### config.mk
export PLATFORM = sky130hd
export DESIGN_NAME = mix_columns_seq_flat
export DESIGN_NICKNAME = d
export VERILOG_FILES = /design/src/rtl/mix_columns_seq_if.sv /design/src/rtl/mix_columns_seq.sv /design/src/flat_wrapper.sv
export SDC_FILE = /design/constraint.sdc
export NUM_CORES = 1
export LEC_CHECK = 0
export ABC_CLOCK_PERIOD_IN_PS = 3500
export CAP_MARGIN = 5
export CORE_ASPECT_RATIO = 0.9
export CORE_UTILIZATION = 25
export DETAILED_ROUTE_END_ITERATION = 10
export DONT_BUFFER_PORTS = 1
export PLACE_DENSITY = 0.37
export SETUP_SLACK_MARGIN = 0.02
export SLEW_MARGIN = 20
export SYNTH_ARGS = -nofsm -noshare
export SYNTH_HDL_FRONTEND = slang
export SYNTH_SLANG_ARGS = --single-unit
### constraint.sdc
create_clock -name clk -period 3.5 [get_ports clk]
set_input_delay 0.7 -clock clk [delete_from_list [all_inputs] [get_ports clk]]
set_output_delay 0.7 -clock clk [all_outputs]
set_load 0.005 [all_outputs]
### src/rtl/mix_columns_seq_if.sv
// Handshake bundle between the row-shift stage, the column-serial
// MixColumns stage and AddRoundKey. The slave modport is the MixColumns side.
interface mix_columns_seq_if;
  logic         in_valid;
  logic         in_ready;
  logic [127:0] instate;
  logic         in_final;
  logic         out_valid;
  logic         out_ready;
  logic [127:0] outstate;

  modport slave (
    input  in_valid, instate, in_final, out_ready,
    output in_ready, out_valid, outstate
  );

  modport master (
    output in_valid, instate, in_final, out_ready,
    input  in_ready, out_valid, outstate
  );
endinterface

### src/rtl/mix_columns_seq.sv
// Column-serial AES MixColumns. A captured 128-bit state is pushed through
// COLS_PER_CYCLE column lanes per clock; the final-round flag turns every lane
// into a wire so the bypass path keeps exactly the same latency.

// One 32-bit column through the FIPS-197 MixColumns matrix (or straight through).
module mix_columns_lane (
  input  logic [31:0] col_i,
  input  logic        bypass_i,
  output logic [31:0] col_o
);
  function automatic logic [7:0] xtime(input logic [7:0] x);
    return {x[6:0], 1'b0} ^ (x[7] ? 8'h1b : 8'h00);
  endfunction

  logic [7:0] a0, a1, a2, a3;
  logic [7:0] b0, b1, b2, b3;

  // Row 0 sits in the most significant byte of the column.
  assign {a0, a1, a2, a3} = col_i;

  // Matrix rows {2,3,1,1} rotated; 3x is written as xtime(x)^x.
  always_comb begin
    b0 = xtime(a0) ^ xtime(a1) ^ a1 ^ a2 ^ a3;
    b1 = a0 ^ xtime(a1) ^ xtime(a2) ^ a2 ^ a3;
    b2 = a0 ^ a1 ^ xtime(a2) ^ xtime(a3) ^ a3;
    b3 = xtime(a0) ^ a0 ^ a1 ^ a2 ^ xtime(a3);
  end

  assign col_o = bypass_i ? col_i : {b0, b1, b2, b3};
endmodule

module mix_columns_seq #(
  parameter int COLS_PER_CYCLE = 1
) (
  input  logic         clk,
  input  logic         reset_n,
  mix_columns_seq_if.slave io
);
  // Lane count must evenly divide the four columns.
  if (!(COLS_PER_CYCLE == 1 || COLS_PER_CYCLE == 2 || COLS_PER_CYCLE == 4)) begin : g_bad_cols
    $error("mix_columns_seq: COLS_PER_CYCLE must be 1, 2 or 4");
  end

  // Counter advances by the lane count; LAST is the base column of the
  // final group, so the counter never climbs past 3.
  localparam logic [1:0] STEP = 2'(COLS_PER_CYCLE);
  localparam logic [1:0] LAST = 2'(4 - COLS_PER_CYCLE);

  typedef enum logic [1:0] {IDLE, BUSY, DONE} state_e;

  state_e       state_q, state_d;
  logic [1:0]   cnt_q, cnt_d;
  logic [127:0] work_q, work_d;
  logic         final_q, final_d;
  logic [127:0] outstate_q, outstate_d;
  logic         out_valid_q, out_valid_d;

  logic         in_ready;
  logic         accept;

  logic [COLS_PER_CYCLE-1:0][31:0] lane_in;
  logic [COLS_PER_CYCLE-1:0][31:0] lane_out;

  // A new block can enter when idle, or when the finished block leaves on the same edge.
  assign in_ready = (state_q == IDLE) | ((state_q == DONE) & io.out_ready);
  assign accept   = io.in_valid & in_ready;

  assign io.in_ready  = in_ready;
  assign io.out_valid = out_valid_q;
  assign io.outstate  = outstate_q;

  // Gather the current group of columns; column c lives at bit base (3-c)*32.
  always_comb begin
    lane_in = '0;
    for (int i = 0; i < COLS_PER_CYCLE; i++) begin
      logic [1:0] col;
      col        = cnt_q + 2'(i);
      lane_in[i] = work_q[{~col, 5'd0} +: 32];
    end
  end

  for (genvar g = 0; g < COLS_PER_CYCLE; g++) begin : g_lane
    mix_columns_lane u_lane (
      .col_i    (lane_in[g]),
      .bypass_i (final_q),
      .col_o    (lane_out[g])
    );
  end

  // Next-state: walk the columns in BUSY, hold in DONE, capture on accept.
  always_comb begin
    state_d     = state_q;
    cnt_d       = cnt_q;
    work_d      = work_q;
    final_d     = final_q;
    outstate_d  = outstate_q;
    out_valid_d = out_valid_q;

    case (state_q)
      IDLE: ;
      BUSY: begin
        for (int i = 0; i < COLS_PER_CYCLE; i++) begin
          logic [1:0] col;
          col                              = cnt_q + 2'(i);
          outstate_d[{~col, 5'd0} +: 32]   = lane_out[i];
        end
        if (cnt_q == LAST) begin
          state_d     = DONE;
          out_valid_d = 1'b1;
          cnt_d       = 2'd0;
        end else begin
          cnt_d = cnt_q + STEP;
        end
      end
      DONE: begin
        if (io.out_ready) begin
          out_valid_d = 1'b0;
          state_d     = IDLE;
        end
      end
      default: state_d = IDLE;
    endcase

    // Accept overrides the DONE->IDLE release so back-to-back blocks see no bubble.
    if (accept) begin
      work_d  = io.instate;
      final_d = io.in_final;
      cnt_d   = 2'd0;
      state_d = BUSY;
    end
  end

  // State registers; reset drops any in-flight block.
  always_ff @(posedge clk or negedge reset_n) begin
    if (!reset_n) begin
      state_q     <= IDLE;
      cnt_q       <= 2'd0;
      work_q      <= '0;
      final_q     <= 1'b0;
      outstate_q  <= '0;
      out_valid_q <= 1'b0;
    end else begin
      state_q     <= state_d;
      cnt_q       <= cnt_d;
      work_q      <= work_d;
      final_q     <= final_d;
      outstate_q  <= outstate_d;
      out_valid_q <= out_valid_d;
    end
  end
endmodule

### src/flat_wrapper.sv
// flat-port wrapper written by rule: the top's interface ports become plain ports
module mix_columns_seq_flat 
#(
  parameter int COLS_PER_CYCLE = 1
)
  (clk, reset_n, io_in_valid, io_instate, io_in_final, io_out_ready, io_in_ready, io_out_valid, io_outstate);
  mix_columns_seq_if io_i ();
  input  logic clk;
  input  logic reset_n;
  input wire logic [$bits(io_i.in_valid)-1:0] io_in_valid;
  input wire logic [$bits(io_i.instate)-1:0] io_instate;
  input wire logic [$bits(io_i.in_final)-1:0] io_in_final;
  input wire logic [$bits(io_i.out_ready)-1:0] io_out_ready;
  output wire logic [$bits(io_i.in_ready)-1:0] io_in_ready;
  output wire logic [$bits(io_i.out_valid)-1:0] io_out_valid;
  output wire logic [$bits(io_i.outstate)-1:0] io_outstate;
  assign io_i.in_valid = io_in_valid;
  assign io_i.instate = io_instate;
  assign io_i.in_final = io_in_final;
  assign io_i.out_ready = io_out_ready;
  assign io_in_ready = io_i.in_ready;
  assign io_out_valid = io_i.out_valid;
  assign io_outstate = io_i.outstate;
  mix_columns_seq #(.COLS_PER_CYCLE(COLS_PER_CYCLE)) u_core (.clk(clk), .reset_n(reset_n), .io(io_i));
endmodule
== Yosys cells after proc, flatten, opt, wreduce, memory -nomap -nowiden ==
Index checks and enable logic that the tools add are counted.

* Register bits: 262
* Input port bits: 133
* Output and inout bits: 130
* Word-level logic and storage cells: 64

* Add/sub/neg operators: 2
* Equal/unequal tests: 8
* Shifts and indexed selects: 3
* Muxes and demuxes: 16
* Bitwise gates (word level): 24
* Reduce and logical (&&, ||, !) cells: 5

{| class="wikitable"
|+ Operators by type and width
! kind !! count
|-
| $xor 8x8->8 || 17
|-
| $bwmux 128 || 1
|-
| $shift 32x9->128 const A || 1
|-
| $shiftx 128x8->32 || 1
|-
| $shiftx 32x9->128 || 1
|-
| $mux 32 || 1
|-
| $xor 8x5->8 || 3
|-
| $mux 5 || 4
|-
| $mux 2 || 6
|-
| $neg 7->9 || 1
|-
| $pmux 2 s3 || 1
|-
| $reduce_and 3->1 || 2
|-
| $eq 2x2->1 const B || 2
|-
| $ne 2x1->1 const B || 2
|-
| $reduce_bool 2->1 || 2
|-
| $ne 3x1->1 const B || 1
|-
| $ne 3x2->1 const B || 1
|-
| $add 2x1->2 const B || 1
|-
| $and 1x1->1 || 2
|-
| $eq 2x1->1 const B || 1
|-
| $logic_not 2->1 || 1
|-
| $mux 1 || 2
|-
| $ne 2x2->1 const B || 1
|-
| $not 2->2 || 1
|-
| 2 further kinds || 2
|}

== Longest topological paths before layout ==
* Depth after elaboration: 11
* Mapped depth: 9
* Gate-level depth less buffers: 6

== Modules after synthesis ==
From an unflattened synthesis, not the netlist that was laid out.

* Cells, all modules: 868
* Area, all modules: 12,182.9 µm²

{| class="wikitable"
|+ Modules (own cells, without submodules)
! module !! times used !! cells an instance !! area an instance (µm²) !! seq. area each (µm²)
|-
| mix_columns_seq || 1 || 702 || 10,487.6 || 6,556.3
|-
| mix_columns_lane || 1 || 166 || 1,695.4 || 0.0
|}

== Least setup slack after synthesis ==
No wires, ideal clock.

* Path type: input port to flip-flop
* Start: in io_out_ready
* End: reg u_core.work_q[10]
* Library setup time: 0.125 ns
* Data arrival time: 2.180 ns
* Required time: 3.375 ns
* Slack: 1.196 ns
* Stages on the path: 5
* Cell sequence: inv_1 > a211oi_1 > clkbuf_1 > clkbuf_1 > mux2_2

* Longest elaborated chain between the ends: 3

{| class="wikitable"
|+ RTL lines
! what !! line !! RTL
|-
| start, declared || flat_wrapper.sv:13 || <nowiki>input wire logic [$bits(io_i.out_ready)-1:0] io_out_ready;</nowiki>
|-
| $and 1x1->1 || mix_columns_seq.sv:65 || <nowiki>assign in_ready = (state_q == IDLE) | ((state_q == DONE) & io.out_ready);</nowiki>
|-
| $or 1x1->1 || mix_columns_seq.sv:65 ||
|-
| $and 1x1->1 || mix_columns_seq.sv:66 || <nowiki>assign accept = io.in_valid & in_ready;</nowiki>
|-
| end signal, assigned || mix_columns_seq.sv:145 || <nowiki>work_q <= work_d;</nowiki>
|-
| end, declared || mix_columns_seq.sv:53 || <nowiki>logic [127:0] work_q, work_d;</nowiki>
|}

Every way passes these cells.
A chain may end at the register's enable or synchronous reset.

== Worst setup path in the final report ==
* Start: reg u_core.cnt_q[1]
* End: reg u_core.outstate_q[5] (netlist: u_core.io.outstate[5])

* Longest elaborated chain between the ends: 11
* Elaborated cells between the ends (all ways): 31

{| class="wikitable"
|+ RTL lines
! what !! line !! RTL
|-
| start, declared || mix_columns_seq.sv:52 || <nowiki>logic [1:0] cnt_q, cnt_d;</nowiki>
|-
| start signal, assigned || mix_columns_seq.sv:144 || <nowiki>cnt_q <= cnt_d;</nowiki>
|-
| $not 2->2 * || mix_columns_seq.sv:78, mix_columns_seq.sv:105 ||
|-
| $shiftx 128x8->32 || mix_columns_seq.sv:78 || <nowiki>lane_in[i] = work_q[{~col, 5'd0} +: 32];</nowiki>
|-
| $mux 5 || mix_columns_seq.sv:12 || <nowiki>return {x[6:0], 1'b0} ^ (x[7] ? 8'h1b : 8'h00);</nowiki>
|-
| $xor 8x8->8 or $xor 8x5->8 (tied branches) || mix_columns_seq.sv:12 ||
|-
| $xor 8x8->8 (on tied branches) (4 in series) || mix_columns_seq.sv:26, mix_columns_seq.sv:23, mix_columns_seq.sv:24 ||
|-
| $mux 32 || mix_columns_seq.sv:29 || <nowiki>assign col_o = bypass_i ? col_i : {b0, b1, b2, b3};</nowiki>
|-
| $shiftx 32x9->128 || mix_columns_seq.sv:105 || <nowiki>outstate_d[{~col, 5'd0} +: 32] = lane_out[i];</nowiki>
|-
| $bwmux 128 * || mix_columns_seq.sv:105 ||
|-
| end signal, assigned || mix_columns_seq.sv:147 || <nowiki>outstate_q <= outstate_d;</nowiki>
|-
| end, declared || mix_columns_seq.sv:55 || <nowiki>logic [127:0] outstate_q, outstate_d;</nowiki>
|}

Every way passes the cells marked *; elsewhere a longest branch is shown, timed or not.

==> results by group <==
Outcome
  • Outcome: finished with violations
  • Failing checks: negative hold slack

Worst setup path
  • Startpoint class of the critical path: register
  • CP Max Fanout: 23
  • Reg2reg start: u_core.cnt_q[1]
  • Reg2reg path depth: 5
  • Required @ worst endpoint: 3.89 ns
  • Critical path arrival: 3.21 ns
  • Worst setup path startpoint: u_core.cnt_q[1]
  • Reg2reg end: u_core.io.outstate[5]
  • R2R Setup Slk: 0.69 ns
  • WS Path Type: register to register
  • Crit. End Element: register

Clock network
  • Num CTS Buffers: 36
  • Root Buffer: clkbuf_16
  • Worst-path clk slew: 0.06 ns
  • Clock Latency Late Sink: 0.55 ns
  • CTS sink count: 262
  • CTS tree: built
  • Post-CTS Setup Repair Bufs: 0
  • Clock Path Buffers: 3
  • Post-CTS sizing: 0
  • Htree depth: 2

Synth
  • Synth cell types: 37
  • Syn nets: 1021
  • Top cells by area, synth: dfrtp_1 53%, mux2_2 12%, a22oi_1 7.7%
  • Most frequent cell after synthesis: dfrtp_1
  • Main synth FF type: dfrtp_1
  • Cell count after synthesis: 883
  • Share of flip-flops with an asynchronous set or reset: 100%
  • Synth top area share: 52.6%
  • Mapped Area: 12500 sq um
  • Ys Warns: 0
  • Synth cell count leaders: 262 x dfrtp_1, 129 x mux2_2, 128 x a22oi_1, 84 x o21ai_0, 47 x clkbuf_1
  • Synth Area per Inst: 14.1 sq um
  • Synth area leader: dfrtp_1
  • Post-synth EDFFs: 0
  • Sequential area share after synthesis: 52.6%
  • Synthesis-stage register bit count: 262

Timing
  • Endpoints failing setup: 0
  • Worst-margin pin slew: 0.790 ns
  • Final worst path period share: 80.4%
  • Max frequency: 0.355 GHz
  • Hold_ws: -0.133 ns
  • Tmin final: 2.81 ns
  • Clock Skews: 0.0273 ns
  • Slew headroom: 47.2%
  • RSZ-0062 raised after global routing: false
  • Final Hold Viols: 181
  • Max Slew Vio Count: 0
  • Total negative slack: 0 ns

Route
  • DRT iter0 DRCs: 519
  • Vias: 7732
  • WL/cell: 29.4 um
  • Vias per inst: 5.03
  • # DRC: 0
  • WL final: 45200 um
  • Post-route ant nets: 0
  • Pre-antenna DRT Iters: 5

Placement
  • IO Port Bufs: 0
  • Post-Place Cells: 1464
  • Gpl congestion: 0.746
  • Post-DP HPWL: 31200 um

GRT
  • Vias in the first global route: 8173
  • Overall Global Routing Usage: 18.0%
  • Initial antenna violation count: 21
  • Met3 Track Usage GR: 7.76%
  • GR Util met1: 22.8%
  • First-pass GRT wire length: 64700 um
  • Overflow after GRT: 0
  • Global routing's busiest layer: met2
  • Largest net degree at the start of global routing: 263
  • M2 GR Usage: 27.7%

Floorplan
  • Number of placement rows: 77
  • Initial Utilization: 25.3%
  • Io pins: 263
  • Die H: 214 um
  • Die Width: 237 um
  • Core area: 49100 sq um
  • Die area: 50700 sq um

Finish
  • Fin nets: 1008
  • Area Overhead vs Synth: 15.6%
  • Post-route insts no fill: 1536
  • Share of layout cells above drive strength 1: 30.2%

Min path
  • Hold Path Class: primary input to asynchronous set/reset pin

Job
  • Max cap viols: 0
sequential cells by signal, summed over array words and instances, names as in the netlist:
register             count
u_core.work_q          128
u_core.cnt_q             2
u_core.state_q           2
u_core.io.out_valid      1
u_core.io.outstate     128
u_core.final_q           1
critical path: stages, from the launching register on:
cell and delay, ns:
dfrtp_2 0.74, buf_4 0.31, mux4_2 0.52, xor2_2 0.34
xor2_1 0.53, o21ai_0 0.19
stage by stage:
step / utilization, % / setup WS (ns) / area, sq um
5_1_grt: 29.3 / 0.425 / 14400
3_3_place_gp: 26.7 / 0.728 / 13100
6_report: 29.3 / 0.686 / 14400
3_5_place_dp: 26.7 / 0.669 / 13100
4_1_cts: 29.3 / 0.647 / 14400
2_1_floorplan: - / 1.20 / 12500
logic make-up after synthesis:
logic type / count (synthesis) / synth area share, %
AND/OR/NAND/NOR: 26 / 1.13
flip-flops: 262 / 52.6
adder cells (fa/ha/maj): 5 / 0.502
AO/OA/AOI/OAI: 264 / 13.3
buffers and inverters: 85 / 3.41
XOR/XNOR: 80 / 11.6
multiplexers: 161 / 17.5
cell usage in the layout, fill, tap and decap left out, drive strengths merged:
cell / Yosys / routed
a211oi: 1 / 1
a21oi: 3 / 3
a22oi: 128 / 128
buf: 30 / 29
bufinv: 0 / 3
clkbuf: 50 / 53
clkinv: 0 / 8
clkinvlp: 0 / 1
dfrtp: 262 / 262
diode: 0 / 7
ha: 5 / 5
inv: 5 / 5
mux2: 129 / 129
mux4: 32 / 32
nand2: 7 / 7
nand2b: 3 / 3
nand3b: 4 / 4
nor2: 3 / 3
nor2b: 1 / 1
nor3: 4 / 4
nor4: 1 / 1
o21ai: 128 / 128
o21bai: 1 / 1
o31ai: 3 / 3
or3: 1 / 1
or4: 2 / 2
xnor2: 15 / 15
xnor3: 35 / 35
xor2: 23 / 23
xor3: 7 / 7
how the worst max path moves through the flow:
stage                                         end  slack [ns]  depth (start not counted)
after floorplan                 u_core.work_q[10]        1.20                          5
after global placement     u_core.io.outstate[37]        0.73                          5
after detailed placement   u_core.io.outstate[37]        0.67                          5
after CTS                   u_core.io.outstate[5]        0.65                          5
after global routing      u_core.io.outstate[115]        0.42                          8
final                       u_core.io.outstate[5]        0.69                          5
final cells by class:
class / count / area, sq um
Multi-Input combinational cell: 536 / 5510
Antenna cell: 7 / 17.5
Clock buffer: 53 / 1100
Tap cell: 632 / 791
Fill cell: 5009 / 34700
Clock inverter: 12 / 149
Timing Repair Buffer: 29 / 255
Sequential cell: 262 / 6560
Inverter: 5 / 18.8
layer usage:
metal / routed length (um) / up-vias
li1: - / 3304
met1: 19100 / 4061
met2: 20600 / 254
met3: 4330 / 85
met4: 951 / 28
met5: 170 / -
Power is left out: the tool's default activity adds up to more than one toggle a clock period on the data nets, which glitch-free logic cannot reach.
